File: config.mk
export PLATFORM = sky130hd
export DESIGN_NAME = mem_io_responder_flat
export DESIGN_NICKNAME = d
export VERILOG_FILES = /design/src/rtl/mem_io_responder_if.sv /design/src/rtl/mem_io_responder.sv /design/src/flat_wrapper.sv
export SDC_FILE = /design/constraint.sdc
export NUM_CORES = 2
export LEC_CHECK = 0
export ABC_CLOCK_PERIOD_IN_PS = 4230
export CAP_MARGIN = 0
export CORE_MARGIN = 4
export CORE_UTILIZATION = 55
export CTS_BUF_LIST = sky130_fd_sc_hd__clkbuf_8
export CTS_CLUSTER_DIAMETER = 120
export CTS_CLUSTER_SIZE = 30
export DETAILED_ROUTE_END_ITERATION = 6
export GPL_TIMING_DRIVEN = 0
export PLACE_DENSITY = 0.74
export SETUP_SLACK_MARGIN = 0.5
export SYNTH_ARGS = -nofsm -noshare
export SYNTH_HDL_FRONTEND = slang
export SYNTH_SLANG_ARGS = --single-unit
File: constraint.sdc
create_clock -name clk -period 4.23 [get_ports clk]
set_clock_uncertainty 0.2 [all_clocks]
set_input_delay 0.423 -clock clk [delete_from_list [all_inputs] [get_ports clk]]
set_output_delay 0.423 -clock clk [all_outputs]
set_load 0.005 [all_outputs]
File: src/rtl/mem_io_responder_if.sv
// mem_io_responder_if: datapath <-> memory-side responder data-port bundle.
//   mem_addr      byte address (ALU result)
//   mem_rd/mem_wr load / store request
//   mem_writedata store data
//   mem_readdata  load data back to the datapath
//   cpu_enable    datapath enable, 0 = hold the PC this cycle
// master = datapath side, slave = responder side.
interface mem_io_responder_if #(
  parameter int Dbits = 32
);
  logic [31:0]      mem_addr;
  logic             mem_rd;
  logic             mem_wr;
  logic [Dbits-1:0] mem_writedata;
  logic [Dbits-1:0] mem_readdata;
  logic             cpu_enable;

  modport master (
    output mem_addr, mem_rd, mem_wr, mem_writedata,
    input  mem_readdata, cpu_enable
  );

  modport slave (
    input  mem_addr, mem_rd, mem_wr, mem_writedata,
    output mem_readdata, cpu_enable
  );
endinterface

File: src/rtl/mem_io_responder.sv
// mem_io_responder: data-port responder for a single-cycle MIPS datapath.
// Decodes each access to data RAM (synchronous read, one stall per load),
// a small I/O register bank (LED, CYCLE, STATUS) or unmapped space.
//
// Ports:
//   clk    system clock, all state on posedge
//   reset  synchronous, active-high
//   bus    mem_io_responder_if.slave (addr/rd/wr/writedata in,
//          readdata/cpu_enable out)
//   led    LED register contents
//
// Build option: define STALL_COUNT_EN to add a saturating 16-bit stall
// counter at I/O offset 0xC. Without it 0xC is unmapped.
module mem_io_responder #(
  parameter int          Nloc      = 64,
  parameter int          Dbits     = 32,
  parameter logic [31:0] DMEM_BASE = 32'h1001_0000,
  parameter logic [31:0] IO_BASE   = 32'h1003_0000
) (
  input  logic              clk,
  input  logic              reset,
  mem_io_responder_if.slave bus,
  output logic [15:0]       led
);
  localparam int AW = $clog2(Nloc);

  typedef enum logic {IDLE, LOAD_WAIT} state_t;

  state_t      state_q, state_d;
  logic [15:0] led_q, led_d;
  logic [31:0] cycle_q, cycle_d;
  logic        err_q, err_d;

  logic [Dbits-1:0] ram_mem [Nloc];
  logic [Dbits-1:0] ram_rdata_q;

  // Address decode
  logic          aligned;
  logic          dmem_hit;
  logic          io_page;
  logic          io_led, io_cyc, io_stat, io_stall, io_hit;
  logic [AW-1:0] ram_idx;

  always_comb begin
    aligned  = (bus.mem_addr[1:0] == 2'b00);
    // Word index must fall inside the RAM; upper page bits alone are not enough.
    dmem_hit = aligned && (bus.mem_addr[31:16] == DMEM_BASE[31:16]) &&
               ({18'd0, bus.mem_addr[15:2]} < 32'(Nloc));
    io_page  = aligned && (bus.mem_addr[31:16] == IO_BASE[31:16]);
    io_led   = io_page && (bus.mem_addr[15:0] == 16'h0000);
    io_cyc   = io_page && (bus.mem_addr[15:0] == 16'h0004);
    io_stat  = io_page && (bus.mem_addr[15:0] == 16'h0008);
`ifdef STALL_COUNT_EN
    io_stall = io_page && (bus.mem_addr[15:0] == 16'h000C);
`else
    io_stall = 1'b0;
`endif
    io_hit   = io_led | io_cyc | io_stat | io_stall;
    ram_idx  = bus.mem_addr[AW+1:2];
  end

  // Request qualification. In LOAD_WAIT the inputs belong to the held lw and
  // are ignored; a store always wins over a same-cycle load.
  logic idle, st_req, ld_req, ram_we, ram_re;

  always_comb begin
    idle   = (state_q == IDLE);
    st_req = idle && bus.mem_wr;
    ld_req = idle && bus.mem_rd && !bus.mem_wr;
    ram_we = st_req && dmem_hit && !reset;
    ram_re = ld_req && dmem_hit;
  end

`ifdef STALL_COUNT_EN
  logic [15:0] stall_q, stall_d;
`endif

  // I/O read mux
  logic [Dbits-1:0] io_rdata;

  always_comb begin
    io_rdata = '0;
    if (io_led)  io_rdata = Dbits'(led_q);
    if (io_cyc)  io_rdata = Dbits'(cycle_q);
    if (io_stat) io_rdata = Dbits'({state_q == LOAD_WAIT, err_q});
`ifdef STALL_COUNT_EN
    if (io_stall) io_rdata = Dbits'(stall_q);
`endif
  end

  // Outputs
  always_comb begin
    bus.cpu_enable = !ram_re;
    if (!idle)                 bus.mem_readdata = ram_rdata_q;
    else if (ld_req && io_hit) bus.mem_readdata = io_rdata;
    else                       bus.mem_readdata = '0;
  end

  assign led = led_q;

  // Next state
  always_comb begin
    state_d = state_q;
    led_d   = led_q;
    cycle_d = cycle_q + 32'd1;
    err_d   = err_q;
`ifdef STALL_COUNT_EN
    stall_d = stall_q;
    if (!bus.cpu_enable && stall_q != 16'hFFFF) stall_d = stall_q + 16'd1;
`endif
    if (!idle) begin
      state_d = IDLE;
    end else if (st_req) begin
      if (dmem_hit) begin
        // RAM write happens in the array block
      end else if (io_led) begin
        led_d = bus.mem_writedata[15:0];
      end else if (io_cyc) begin
        cycle_d = 32'(bus.mem_writedata);
      end else if (io_stat) begin
        if (bus.mem_writedata[0]) err_d = 1'b0;
      end else if (io_stall) begin
`ifdef STALL_COUNT_EN
        stall_d = 16'd0;
`endif
      end else begin
        err_d = 1'b1;
      end
    end else if (ld_req) begin
      if (dmem_hit)     state_d = LOAD_WAIT;
      else if (!io_hit) err_d   = 1'b1;
    end
  end

  always_ff @(posedge clk) begin
    if (reset) begin
      state_q <= IDLE;
      led_q   <= 16'd0;
      cycle_q <= 32'd0;
      err_q   <= 1'b0;
`ifdef STALL_COUNT_EN
      stall_q <= 16'd0;
`endif
    end else begin
      state_q <= state_d;
      led_q   <= led_d;
      cycle_q <= cycle_d;
      err_q   <= err_d;
`ifdef STALL_COUNT_EN
      stall_q <= stall_d;
`endif
    end
  end

  // Data RAM: no reset on contents; write is suppressed under reset so a
  // same-cycle store is dropped. Read data lands in ram_rdata_q for LOAD_WAIT.
  always_ff @(posedge clk) begin
    if (ram_we) ram_mem[ram_idx] <= bus.mem_writedata;
    if (ram_re) ram_rdata_q      <= ram_mem[ram_idx];
  end
endmodule

File: src/flat_wrapper.sv
// flat-port wrapper written by rule: the top's interface ports become plain ports
module mem_io_responder_flat 
#(
  parameter int          Nloc      = 64,
  parameter int          Dbits     = 32,
  parameter logic [31:0] DMEM_BASE = 32'h1001_0000,
  parameter logic [31:0] IO_BASE   = 32'h1003_0000
)
  (clk, reset, led, bus_mem_addr, bus_mem_rd, bus_mem_wr, bus_mem_writedata, bus_mem_readdata, bus_cpu_enable);
  mem_io_responder_if #(.Dbits(Dbits)) bus_i ();
  input  logic clk;
  input  logic reset;
  output logic [15:0] led;
  input wire logic [$bits(bus_i.mem_addr)-1:0] bus_mem_addr;
  input wire logic [$bits(bus_i.mem_rd)-1:0] bus_mem_rd;
  input wire logic [$bits(bus_i.mem_wr)-1:0] bus_mem_wr;
  input wire logic [$bits(bus_i.mem_writedata)-1:0] bus_mem_writedata;
  output wire logic [$bits(bus_i.mem_readdata)-1:0] bus_mem_readdata;
  output wire logic [$bits(bus_i.cpu_enable)-1:0] bus_cpu_enable;
  assign bus_i.mem_addr = bus_mem_addr;
  assign bus_i.mem_rd = bus_mem_rd;
  assign bus_i.mem_wr = bus_mem_wr;
  assign bus_i.mem_writedata = bus_mem_writedata;
  assign bus_mem_readdata = bus_i.mem_readdata;
  assign bus_cpu_enable = bus_i.cpu_enable;
  mem_io_responder #(.Nloc(Nloc), .Dbits(Dbits), .DMEM_BASE(DMEM_BASE), .IO_BASE(IO_BASE)) u_core (.clk(clk), .reset(reset), .bus(bus_i), .led(led));
endmodule
==> reports/summary.txt <==
Hold depth: 5
Ys Warns: 0
HPWL after DPL: 170,700 um
Yosys top cell by area: edfxtp_1
CTS root buf: clkbuf_8
CTS tree: built
Unique masters post-synth: 51
Via count: 46,104
Ys flop type: edfxtp_1
Largest net degree at the start of global routing: 57
First-pass GRT wire length: 355,600 um
Top post-synthesis cells by count: edfxtp_1 (2,080), mux4_2 (440), mux2i_1 (310), o22ai_1 (127), nor2_1 (122)
Synth Instances: 3,880
Nets: 4,389
Detailed Routing Iterations Pass 1: 7
Met1 WL: 86,410 um
GP Congestion: 0.9270
Maximum VDD drop: 0.2682 mV
Area of the mapped netlist: 0.08237 sq mm
Clock Latency Late Sink: 0.93 ns
LEAKAGE: 29.25 nW
Final Critical Period: 4.056 ns
Post-route cell area: 0.09213 sq mm
Fillers: 9,744
Post-synthesis net count: 3,949
Final wirelength: 261,600 um
Min-Delay Endpoint: u_core.err_q$_SDFFE_PP0P_
Mean Syn Cell Area: 21.23 sq um
Clk pin slew, worst setup/hold paths: 0.19 ns
Via density: 7.325
WP data arrival: 4.51 ns
FF+latch count, synth: 2,130
Starting Density: 55.58%
Slew headroom: -1.803%
Synthesis-to-layout area growth: 11.84%
CP max FO: 10
IO Pins: 117
Final worst path period share: 95.89%
Place WS: -1.745 ns
Critical Setup Path Class: input pin to flop
RSZ-0062 raised after global routing: yes
R2R cell count: 7
ANT nets after route: 0
Max Clk Rate: 246.5 MHz
Final Setup Violations: 0
Layout cells sized above 1: 24.34%
Cell Area, Placed: 0.08912 sq mm
Met2 Wirelength: 111,900 um
Worst R2R Start: u_core.state_q$_SDFF_PP0_
Setup slack, reg-to-reg: 0.47 ns
Initial antenna violation count: 20
Setup crit start kind: input pin
Crit. End Element: flop
Wirelength per Cell: 41.57 um
Worst-margin pin slew: 1.527 ns
Status: finished, violations left
Die width: 395.0 um
# rows: 141
Top-count cell post-synth: edfxtp_1
DIE HEIGHT: 395.0 um
Hold Crit Class: input pin to flop
Critical R2R Capture: u_core.ram_mem[21][8]$_DFFE_PP_
Die ar.: 0.1560 sq mm
Fin worst setup slack: 0.1737 ns
Core footprint: 0.1482 sq mm
Worst hold start: bus_mem_rd
Post-synth EDFFs: 2,080
Max layer used: met5
CTS Buf Count: 81
Met3 wire len: 44,760 um
Sink Count: 2,130
Gr ovfl total: 0
Non-Filler Instances: 6,294
DRC Markers: 18
Failing checks: DRC, capacitance limit, slew limit
CTS H-tree depth: 3
Clock Path Buffers: 3
Initial DRC count: 9,609
Placed cell count: 6,051
Seq/Total Area, Yosys: 77.04%
Fin. max-slew vios: 21
Req. time, crit path: 4.68 ns
Total track usage: 33.22%
Power Density: 360.3 mW/mm^2
Max-Cap Viols: 2
Ys async rst share: 0%
Dominant cells by area after synthesis: edfxtp_1 (76%), mux4_2 (12%), mux2i_1 (3.8%)
Share of the synthesized area in the top cell type: 75.83%
Vias in the first global route: 43,235
Hold Violations, Final: 0
PortBufs: 113
==> cells in the final DEF (no fill, tap or decap), types with 9 or more instances in the layout <==
master,instances
a211oi_1,30
a21oi_1,52
a221o_1,10
a221oi_1,25
a22o_4,15
a22oi_1,12
and3_1,12
buf_1,29
buf_12,114
buf_16,43
buf_2,113
buf_4,56
clkbuf_1,87
clkbuf_2,20
clkbuf_8,85
clkdlybuf4s50_1,51
dfxtp_1,50
diode_2,22
dlygate4sd3_1,35
dlymetal6s2s_1,17
edfxtp_1,2080
inv_1,28
mux2_2,46
mux2i_1,309
mux4_2,440
nand2_1,22
nand3_1,32
nor2_1,57
nor2_4,64
nor3_1,32
nor4_1,10
o21ai_0,44
o21bai_1,35
o22ai_1,127
or4_1,20
or4b_2,12
xnor2_1,20
xor2_1,9
==> sequential cells by signal, summed over array words and instances (netlist names) <==
signal / count
u_core.ram_mem: 2048
u_core.cycle_q: 32
u_core.ram_rdata_q: 32
u_core.led: 16
u_core.err_q: 1
u_core.state_q: 1
==> how the worst max path moves through the flow <==
stage,end,slack [ns],startpoint
CTS,u_core.ram_mem[24][12]$_DFFE_PP_,0.24,u_core.state_q$_SDFF_PP0_
detailed placement,u_core.ram_mem[27][11]$_DFFE_PP_,-1.74,bus_mem_addr[3]
global placement,u_core.ram_mem[13][7]$_DFFE_PP_,-4.36,bus_mem_addr[4]
floorplan,u_core.ram_mem[13][0]$_DFFE_PP_,0.09,bus_mem_addr[2]
finish,u_core.ram_rdata_q[1]$_DFFE_PP_,0.17,bus_mem_addr[7]
global route,u_core.ram_mem[49][13]$_DFFE_PP_,0.27,bus_mem_addr[2]
==> final cells by class <==
| class | instances | area (sq um) | share of cell area, % |
|---|---|---|---|
| Timing Repair Buffer | 357 | 5176 | 5.619 |
| Buffer | 230 | 1107 | 1.202 |
| Sequential cell | 2130 | 63460 | 68.88 |
| Antenna cell | 22 | 55.05 | 0.05976 |
| Multi-Input combinational cell | 1508 | 18590 | 20.18 |
| Clock buffer | 84 | 1156 | 1.255 |
| Tap cell | 1930 | 2415 | 2.621 |
| Clock inverter | 21 | 118.9 | 0.1290 |
| Inverter | 12 | 45.04 | 0.04889 |
==> power breakdown <==
part	internal (mW)	switching, mW	total (mW)
logic	0.775	1.55	2.32
clock network	1.86	5.89	7.75
registers	23.1	0.00324	23.1
==> worst max-delay path: stages <==
cell,delay (ns)
clkdlybuf4s15_2,0.37
nand2b_1,0.15
clkbuf_1,0.42
nand2b_1,0.19
clkbuf_1,0.65
clkbuf_1,0.96
o22ai_1,0.54
or4_1,0.77
==> routing by layer <==
layer	track usage (%)	vias up
met3	14.20	978
met4	16.64	18
met5	0.9852	-
met2	47.53	4744
met1	43.90	23340
li1	-	17024
==> stage by stage <==
step / util, % / total power [mW] / hold WS [ns] / TNS (ns)
after floorplan: - / 24.65 / 0.2542 / 0
after global placement: 58.03 / 25.71 / 0.2755 / -6311.17
after detailed placement: 60.14 / 25.77 / 0.2675 / -2658.00
after CTS: 61.82 / 33.00 / 0.01407 / 0
after global routing: 62.15 / 33.97 / 0.1305 / 0
final: 62.17 / 33.20 / 0.08209 / 0
==> logic make-up (layout without fill, tap and decap cells) <==
family | Yosys count | in the layout | share of synthesized area [%]
adder cells (fa/ha/maj) | 1 | 1 | 0.01519
other | 0 | 22 | 0
multiplexers | 796 | 796 | 16.43
buffers and inverters | 242 | 704 | 1.284
AND/OR/NAND/NOR | 317 | 317 | 1.984
flip-flops | 2130 | 2130 | 77.04
XOR/XNOR | 29 | 29 | 0.3084
AO/OA/AOI/OAI | 365 | 365 | 2.939
==> what timing repair did <==
action	CTS	global route
endpoints found under the setup margin	2112	931
setup buffers	53	28
gates resized for setup	89	75
hold endpoints to repair	1610	0
hold buffers	35	0
pin swaps	38	18
Power figures use the tool's default switching activity.
